<file path="config.mk">
export PLATFORM = sky130hd
export DESIGN_NAME = tnn_neuron_acc
export DESIGN_NICKNAME = d
export VERILOG_FILES = /design/src/rtl/tnn_neuron_acc.sv
export SDC_FILE = /design/constraint.sdc
export NUM_CORES = 1
export LEC_CHECK = 0
export BUFFER_PORTS_ARGS = -buffer_cell sky130_fd_sc_hd__buf_2
export CAP_MARGIN = 20
export CORE_AREA = 2 2 70 72
export CTS_CLUSTER_DIAMETER = 100
export DETAILED_ROUTE_END_ITERATION = 8
export DIE_AREA = 0 0 72 74
export GPL_TIMING_DRIVEN = 0
export HOLD_SLACK_MARGIN = 0.05
export MAX_ROUTING_LAYER = met4
export PLACE_DENSITY = 0.77
export SLEW_MARGIN = 25
export SYNTH_ARGS = -nofsm -noshare
export SYNTH_HDL_FRONTEND = slang
export SYNTH_SLANG_ARGS = --single-unit
</file>
<file path="constraint.sdc">
create_clock -name clk -period 4.05 [get_ports clk]
set_input_delay 0.405 -clock clk [delete_from_list [all_inputs] [get_ports clk]]
set_output_delay 0.405 -clock clk [all_outputs]
set_load 0.02 [all_outputs]
</file>
<file path="src/rtl/tnn_neuron_acc.sv">
// ============================================================================
// Module   : tnn_neuron_acc
// Summary  : Multi-beat signed popcount accumulator with threshold activation.
//            When TNN_TERNARY_EN is defined, the activation is ternary; when it
//            is not defined, the activation is binary.
// Revision : 1.0  initial release
// ============================================================================
`default_nettype none

module tnn_neuron_acc #(
    parameter int NBEATS = 4,
    parameter int ACC_W  = 8
) (
    input  logic                    clk,
    input  logic                    rst_n,
    input  logic                    clear,
    input  logic                    in_valid,
    output logic                    in_ready,
    input  logic [4:0]              pc_pos,
    input  logic [4:0]              pc_neg,
    input  logic signed [ACC_W-1:0] thr_hi,
    input  logic signed [ACC_W-1:0] thr_lo,
    output logic                    out_valid,
    input  logic                    out_ready,
    output logic [1:0]              out_act,
    output logic signed [ACC_W-1:0] out_sum
);

    localparam int CNT_W = (NBEATS > 1) ? $clog2(NBEATS) : 1;
    localparam logic [CNT_W-1:0] C_LAST = CNT_W'(NBEATS - 1);

    typedef enum logic [1:0] {
        S_IDLE = 2'd0,
        S_ACC  = 2'd1,
        S_OUT  = 2'd2
    } state_t;

    state_t                    r_state;
    state_t                    w_state_next;
    logic [CNT_W-1:0]          r_cnt;
    logic signed [ACC_W-1:0]   r_acc;
    logic signed [ACC_W-1:0]   r_thr_hi;
    logic                      r_out_valid;
    logic [1:0]                r_out_act;
    logic signed [ACC_W-1:0]   r_out_sum;

    logic                      w_accept;
    logic                      w_last;
    logic                      w_hs;
    logic signed [ACC_W-1:0]   w_diff;
    logic signed [ACC_W-1:0]   w_sum;
    logic signed [ACC_W-1:0]   w_thr_hi;
    logic [1:0]                w_act;

    assign in_ready = rst_n && (r_state != S_OUT);
    assign w_accept = in_valid && in_ready;
    // The counter is zero in IDLE, so one compare covers the NBEATS==1 case too.
    assign w_last   = w_accept && (r_cnt == C_LAST);
    assign w_hs     = (r_state == S_OUT) && out_ready;

    assign w_diff   = {{(ACC_W-5){1'b0}}, pc_pos} - {{(ACC_W-5){1'b0}}, pc_neg};
    assign w_sum    = ((r_state == S_IDLE) ? '0 : r_acc) + w_diff;
    // On a single-beat neuron the live thresholds have not been latched yet.
    assign w_thr_hi = (r_state == S_IDLE) ? thr_hi : r_thr_hi;

`ifdef TNN_TERNARY_EN
    logic signed [ACC_W-1:0]   r_thr_lo;
    logic signed [ACC_W-1:0]   w_thr_lo;

    assign w_thr_lo = (r_state == S_IDLE) ? thr_lo : r_thr_lo;
    assign w_act    = (w_sum > w_thr_hi) ? 2'b01 :
                      (w_sum < w_thr_lo) ? 2'b11 : 2'b00;

    always_ff @(posedge clk or negedge rst_n) begin
        if (!rst_n) begin
            r_thr_lo <= '0;
        end else if (w_accept && (r_state == S_IDLE) && !clear) begin
            r_thr_lo <= thr_lo;
        end
    end
`else
    logic w_unused_thr_lo;

    assign w_unused_thr_lo = ^thr_lo;
    assign w_act           = (w_sum > w_thr_hi) ? 2'b01 : 2'b00;
`endif

    always_ff @(posedge clk or negedge rst_n) begin
        if (!rst_n) begin
            r_state <= S_IDLE;
        end else begin
            r_state <= w_state_next;
        end
    end

    always_comb begin
        w_state_next = r_state;
        if (clear) begin
            w_state_next = S_IDLE;
        end else begin
            case (r_state)
                S_IDLE:  if (w_accept) w_state_next = w_last ? S_OUT : S_ACC;
                S_ACC:   if (w_last)   w_state_next = S_OUT;
                S_OUT:   if (w_hs)     w_state_next = S_IDLE;
                default:               w_state_next = S_IDLE;
            endcase
        end
    end

    always_ff @(posedge clk or negedge rst_n) begin
        if (!rst_n) begin
            r_cnt       <= '0;
            r_acc       <= '0;
            r_thr_hi    <= '0;
            r_out_valid <= 1'b0;
            r_out_act   <= 2'b00;
            r_out_sum   <= '0;
        end else if (clear) begin
            r_cnt       <= '0;
            r_acc       <= '0;
            r_out_valid <= 1'b0;
        end else if (w_accept) begin
            r_acc <= w_sum;
            r_cnt <= w_last ? '0 : r_cnt + CNT_W'(1);
            if (r_state == S_IDLE) begin
                r_thr_hi <= thr_hi;
            end
            if (w_last) begin
                r_out_sum   <= w_sum;
                r_out_act   <= w_act;
                r_out_valid <= 1'b1;
            end
        end else if (w_hs) begin
            r_out_valid <= 1'b0;
            r_acc       <= '0;
            r_cnt       <= '0;
        end
    end

    assign out_valid = r_out_valid;
    assign out_act   = r_out_act;
    assign out_sum   = r_out_sum;

endmodule

`default_nettype wire

</file>
==> flow_summary.yaml, run 1 <==
placed_design:
  port_buffers: 33
  place_area_mm2: 0.00221
  gp_congestion: 0.784
  hpwlAfterDp_um: 3150
  place_inst: 291
power_and_ir_drop:
  power.leakage_nw: 1.21
  power_density_mw_per_mm2: 360
  ir_worst_vdd_uv: 210
critical_path:
  worst-setup-path-type: "reg2reg"
  slowest_delay_ns: 0.44
  worstPathRequired_ns: 4.21
  crit_slowest_cell: "dfrtp_1"
  arrival_ns: 3.75
  critPathMaxFanout: 10
  path_cells: "nor2_2 -> buf_2 -> nor2b_1 -> ha_1 -> fa_1 -> a21oi_1 -> o211ai_1 -> a21oi_1 -> xnor2_1 -> ha_1 -> nand2_1 -> nand3_1 -> a211oi_1 -> o31ai_1"
  worstRegToRegCells: 14
  end_kind: "flip-flop"
  cp-start-kind: "flip-flop"
clock_network:
  clock_latency_ns: 0.28
  cts.sink_count: 30
  clk_pin_slew_worst_paths_ns: 0.07
  clock-root-buffer: "clkbuf_8"
  cts-buffers-inserted: 5
  htreeDepth: 2
  cts.path.max_buffers: 2
  cts_tree: "built"
  postCtsSetupRepairBufs: 0
layout:
  syn_to_final_growth_pct: 17.4
  layout_commonest_cell: "buf_2"
  final_cell_count_no_fill: 299
  layout-drive-gt1-share: 0.204
  n_antenna_cell: 0
  multi_input_area_mm2: 0.00114
  final_nets: 298
  fin_area_mm2: 0.00232
  n_fill_cell: 445
  final_cell_mix: "buf_2 (37), dfrtp_1 (30), ha_1 (21)"
  regArea_um2: 751
die:
  dieHeight_um: 74
  coreArea_mm2: 0.00460
  start_util: 0.430
  io_pins: 43
  core.rowCount: 25
  dieArea_mm2: 0.00533
  die_x_um: 72
synth:
  postSynthCellCount: 204
  synth-xor-area-share: 0.0354
  synth_area_mm2: 0.00198
  synthArstFlopShare: 1.00
  syn_avg_cell_area_um2: 9.70
  synth_compound_area_frac: 0.170
  synthFlopType: "dfrtp_1"
  seq_area_frac_synth: 0.379
  synth_top_cell_area_share: 0.379
  yosys_register_bits: 30
  synth_top_family_by_area: "compound AO/OA/AOI/OAI gates"
  synth_edf_count: 0
  yosysWarnings: 0
  synthAdderAreaFrac: 0.153
  yosys.area.top_type: "dfrtp_1"
  ys_top_cells_by_area: "dfrtp_1 (38%), ha_1 (13%), a21oi_1 (3.8%)"
  ys_types: 44
  synth_fp_nets: 258
  yosys.area_share.simple: 0.147
  synthMuxAreaShare: 0.0695
sta:
  setup_violations: 0
  slew_viol_final: 0
  rsz0062_at_grt: "false"
  slew_headroom: 0.531
  setup_tns_ns: 0
  tightest_slew_ns: 0.703
  fmax_ghz: 0.279
  worst_hold_slack_ns: 0.162
  skew_ns: 0.00655
  hold_viol_final: 0
  finalCritPeriodShare: 0.885
  fin_crit_ns: 3.59
grt:
  antenna_found_initial: 0
  grt_overflow: 0
  grt_usage: 0.176
  grt_pass1_vias: 1575
  grt_max_degree: 35
  grt_pass1_wl_um: 7080
routing:
  viasPerCell: 5.39
  drtPass1Iterations: 5
  vias: 1611
  antenna_left: 0
  met3_length_um: 214
  dr_wl_met2_um: 1860
  wl_um: 4020
  routed.top_layer: "met4"
  drc: 0
  first_iter_violations: 53
  met1_length_um: 1840
  avgRoutedWirePerCell_um: 13.5
outcome:
  status: "finished, final reports clean"
flow_run:
  drv_cap: 0
hold_path:
  min_path_type: "in2async"
[flip-flops by register name (all words and copies together) (netlist names)]
name and cells:
out_act 1, out_sum 8, out_valid 1, r_acc 8, r_cnt 2, r_state 2
r_thr_hi 8
[worst max-delay path, delay by kind of cell, from the launching register on]
| family | cells | cell delay (ns) |
|---|---|---|
| xor gates and xnor gates | 1 | 0.25 |
| buffers and inverters | 1 | 0.32 |
| AOI/OAI and AO/OA | 5 | 0.88 |
| adders and majority gates | 3 | 0.93 |
| DFF | 1 | 0.44 |
| and+or+nand+nor | 4 | 0.63 |
[repair_timing]
| item | in CTS | in global routing |
|---|---|---|
| setup endpoints to repair | 0 | 1 |
| resized for setup | 0 | 1 |
| hold buffers | 0 | 0 |
[final timing paths]
kind | from | end | slack [ns]
max reg2reg | r_state[1] | out_act[0] | 0.46
max in group asynchronous | rst_n | r_thr_hi[1] | 3.42
max | r_state[1] | out_act[0] | 0.46
min reg2reg | r_acc[0] | r_acc[0] | 0.47
min in group clk | out_ready | r_state[1] | 0.33
min | rst_n | out_sum[7] | 0.16
[power by group]
| group | switching [mW] | internal (mW) |
|---|---|---|
| clock network | 0.110 | 0.171 |
| registers | 0.0136 | 0.327 |
| logic | 0.122 | 0.0934 |
| total | 0.246 | 0.592 |
[per-stage QoR]
step / util / total power [mW] / setup WS (ns)
2_1_floorplan: - / 0.499 / 0.864
3_3_place_gp: 0.481 / 0.552 / 0.303
3_5_place_dp: 0.481 / 0.560 / 0.312
4_1_cts: 0.505 / 0.845 / 0.288
5_1_grt: 0.506 / 0.890 / 0.160
6_report: 0.506 / 0.837 / 0.464
[synth_stat cells (2+ instances only)]
cell type and instances:
dfrtp_1 30, o21a_1 4, ha_1 21, inv_1 14, mux2i_1 7, a22o_1 6, o21ai_0 7, mux2_1 4
fa_1 2, nand2b_1 2, a21oi_1 15, o31a_1 2, xnor2_1 6, nor2_1 15, o31ai_1 2, nand2_1 16
and2_1 3, nand4_1 4, buf_2 4, clkbuf_1 2, xor2_1 2, nand3_1 2, mux2_2 2, nor2b_1 10
a21o_1 3
[cell type report]
| type | count | area share |
|---|---|---|
| Buffer | 7 | 0.0151 |
| Clock buffer | 8 | 0.0474 |
| Inverter | 14 | 0.0226 |
| Multi-Input combinational cell | 153 | 0.492 |
| Sequential cell | 30 | 0.323 |
| Tap cell | 54 | 0.0291 |
| Timing Repair Buffer | 33 | 0.0710 |
[logic make-up after synthesis]
group / Yosys count
compound gates: 50
other cells: 1
mux: 13
buf+inv: 21
flops: 30
fa+ha+maj: 23
xor+xnor: 8
simple gates: 58
[layer usage]
layer / up-vias / track usage
met4: 0 / 0.0797
li1: 804 / -
met1: 748 / 0.213
met3: 11 / 0.0393
met2: 48 / 0.281
met5: - / -
Note: power is estimated with default switching activity, not from simulation.
==> run 2: changes to the inputs <==
--- a/config.mk
+++ b/config.mk
@@ -5,12 +5,13 @@
 export SDC_FILE = /design/constraint.sdc
 export NUM_CORES = 1
 export LEC_CHECK = 0
+export ABC_AREA = 1
 export BUFFER_PORTS_ARGS = -buffer_cell sky130_fd_sc_hd__buf_2
 export CAP_MARGIN = 20
-export CORE_AREA = 2 2 70 72
+export CORE_AREA = 2 2 73 75
 export CTS_CLUSTER_DIAMETER = 100
 export DETAILED_ROUTE_END_ITERATION = 8
-export DIE_AREA = 0 0 72 74
+export DIE_AREA = 0 0 75 77
 export GPL_TIMING_DRIVEN = 0
 export HOLD_SLACK_MARGIN = 0.05
 export MAX_ROUTING_LAYER = met4
==> run 2 against run 1 <==
Worst hold slack got worse by 0.0077 ns. Non-clock buffer count fell by 3. Core utilization rose by 0.12 points. Clock power fell by 11%. Final area rose by 8.5%. Fmax rose by 11%. Sequential share of layout area fell by 2.5 points. Via count rose by 13%. Critical path type is now in2reg. Clock-buffer cell count fell by 1.
==> flow_summary.yaml, run 2 <==
hold_path:
  min_path_type: "in2async"
power_and_ir_drop:
  clockPowerShare: 0.299
  finalPower_mw: 0.835
  power_density_mw_per_mm2: 331
  ir_worst_vdd_uv: 138
  p_sw_frac: 0.327
  power.switching_mw: 0.273
  intPower_mw: 0.562
  seqPwrFrac: 0.408
  power.leakage_nw: 1.43
  p_comb_frac: 0.293
layout:
  n_fill_cell: 486
  final_nets: 368
  layout_commonest_cell: "nand2_1"
  layout-drive-gt1-share: 0.190
  regArea_um2: 751
  syn_to_final_growth_pct: 15.8
  final_cell_mix: "nand2_1 (64), inv_1 (44), buf_2 (33)"
  n_antenna_cell: 0
  multi_input_area_mm2: 0.00121
clock_network:
  cts-buffers-inserted: 5
  cts.sink_count: 30
  clk_pin_slew_worst_paths_ns: 0.06
  cts_hold_buf: 0
  htreeDepth: 2
  cts.path.max_buffers: 2
  postCtsSetupRepairBufs: 0
  cts_resized: 0
  clock-root-buffer: "clkbuf_8"
  cts_tree: "built"
  clock_latency_ns: 0.29
critical_path:
  end_kind: "flip-flop"
  worst-setup-path-type: "in2reg"
  critPathMaxFanout: 4
  cp-start-kind: "input port"
  arrival_ns: 3.41
  worstPathRequired_ns: 4.23
outcome:
  status: "finished, final reports clean"
die:
  dieArea_mm2: 0.00578
  start_util: 0.438
  coreArea_mm2: 0.00498
  dieHeight_um: 77
  io_pins: 43
  die_x_um: 75
  core.rowCount: 26
routing:
  avgRoutedWirePerCell_um: 11.2
  wl_um: 4320
  antenna_left: 0
  first_iter_violations: 70
  viasPerCell: 4.72
  drc: 0
  vias: 1818
  drtPass1Iterations: 4
sta:
  worst_hold_slack_ns: 0.154
  fmax_ghz: 0.309
  fin_crit_ns: 3.23
  tightest_slew_ns: 0.677
  setup_violations: 0
  skew_ns: 0.00470
  finalCritPeriodShare: 0.798
  slew_viol_final: 0
  slew_headroom: 0.549
  setup_tns_ns: 0
  hold_viol_final: 0
  rsz0062_at_grt: "false"
placed_design:
  gp_congestion: 0.877
  port_buffers: 33
  hpwlAfterDp_um: 3520
synth:
  synth_area_mm2: 0.00218
  synth_top_cell_area_share: 0.345
  ys_top_cells_by_area: "dfrtp_1 (34%), ha_1 (12%), nand2_1 (11%)"
  ys_types: 37
  yosys_register_bits: 30
  synth.most_common_cell: "nand2_1"
  yosys.area.top_type: "dfrtp_1"
  postSynthCellCount: 274
  seq_area_frac_synth: 0.345
  synthFlopType: "dfrtp_1"
  yosysWarnings: 0
  synth_edf_count: 0
  syn_avg_cell_area_um2: 7.95
  synthArstFlopShare: 1.00
  synth_common_cells: "nand2_1 (64), inv_1 (44), dfrtp_1 (30)"
  synth_fp_nets: 328
grt:
  grt_pass1_wl_um: 7450
  grt_overflow: 0
  antenna_found_initial: 0
  grt_usage: 0.172
  grt_pass1_vias: 1740
  grt_max_degree: 32
flow_run:
  drv_cap: 0
## run 2: kinds of logic after synthesis
kind of cell    Yosys count  share of synthesized area
xor+xnor                  6                     0.0241
flops                    30                      0.345
fa+ha+maj                23                      0.139
compound gates           37                      0.104
simple gates            119                      0.255
mux                       7                     0.0322
buf+inv                  51                     0.0994
other cells               1                    0.00172
## run 2: worst max-delay path, cell delays in order
cell      delay [ns]
buf_2           0.07
inv_1           0.03
ha_1            0.21
fa_1            0.40
o21ai_0         0.22
xor2_1          0.22
ha_1            0.30
nand2_1         0.07
nand2_1         0.06
o21bai_1        0.16
or2_2           0.30
and2_1          0.17
ha_1            0.29
a21oi_1         0.17
o21a_1          0.12
nand3_1         0.07
nand3_1         0.09
nand2_1         0.05
## run 2: area by class of cell
type / count / area share
multi-input combinational: 193 / 0.480
sequential: 30 / 0.298
inverter: 47 / 0.0709
timing repair buffer: 33 / 0.0655
tap: 70 / 0.0347
clock buffer: 7 / 0.0342
buffer: 4 / 0.0149
clock inverter: 1 / 0.00198
## run 2: per-layer routing
layer | GRT usage | vias up | routed length (µm)
met3 | 0.0420 | 7 | 165
met1 | 0.207 | 815 | 2020
met4 | 0.0750 | 0 | 74
li1 | - | 957 | -
met5 | - | - | 0
met2 | 0.268 | 39 | 2060
## run 2: path summary, 6_finish.rpt
path / from / end / slack [ns] / cells after the start
setup / recovery: pc_pos[0] / out_act[0] / 0.82 / 18
hold / removal: rst_n / r_thr_hi[3] / 0.15 / 1
setup reg to reg: r_state[0] / out_act[0] / 0.86 / 15
hold reg to reg: out_sum[5] / out_sum[5] / 0.48 / 2
max in group asynchronous: rst_n / r_thr_hi[6] / 3.45 / 1
min in group clk: out_ready / out_valid / 0.42 / 4
## run 2: power groups by stage
stage | Combinational (mW) | Sequential, mW | Clock [mW]
final | 0.245 | 0.341 | 0.249
after global routing | 0.285 | 0.343 | 0.260
after CTS | 0.248 | 0.341 | 0.253
after detailed placement | 0.247 | 0.345 | 0
after global placement | 0.239 | 0.344 | 0
after floorplan | 0.179 | 0.347 | 0
## run 2: per-stage QoR
stage | instances | area [µm²] | setup slack (ns) | utilization
global placement | 377 | 2430 | 0.550 | 0.488
finish | 385 | 2520 | 0.819 | 0.507
floorplan | 274 | 2180 | 0.889 | -
CTS | 385 | 2520 | 0.803 | 0.507
global route | 385 | 2520 | 0.600 | 0.507
detailed placement | 377 | 2430 | 0.502 | 0.488
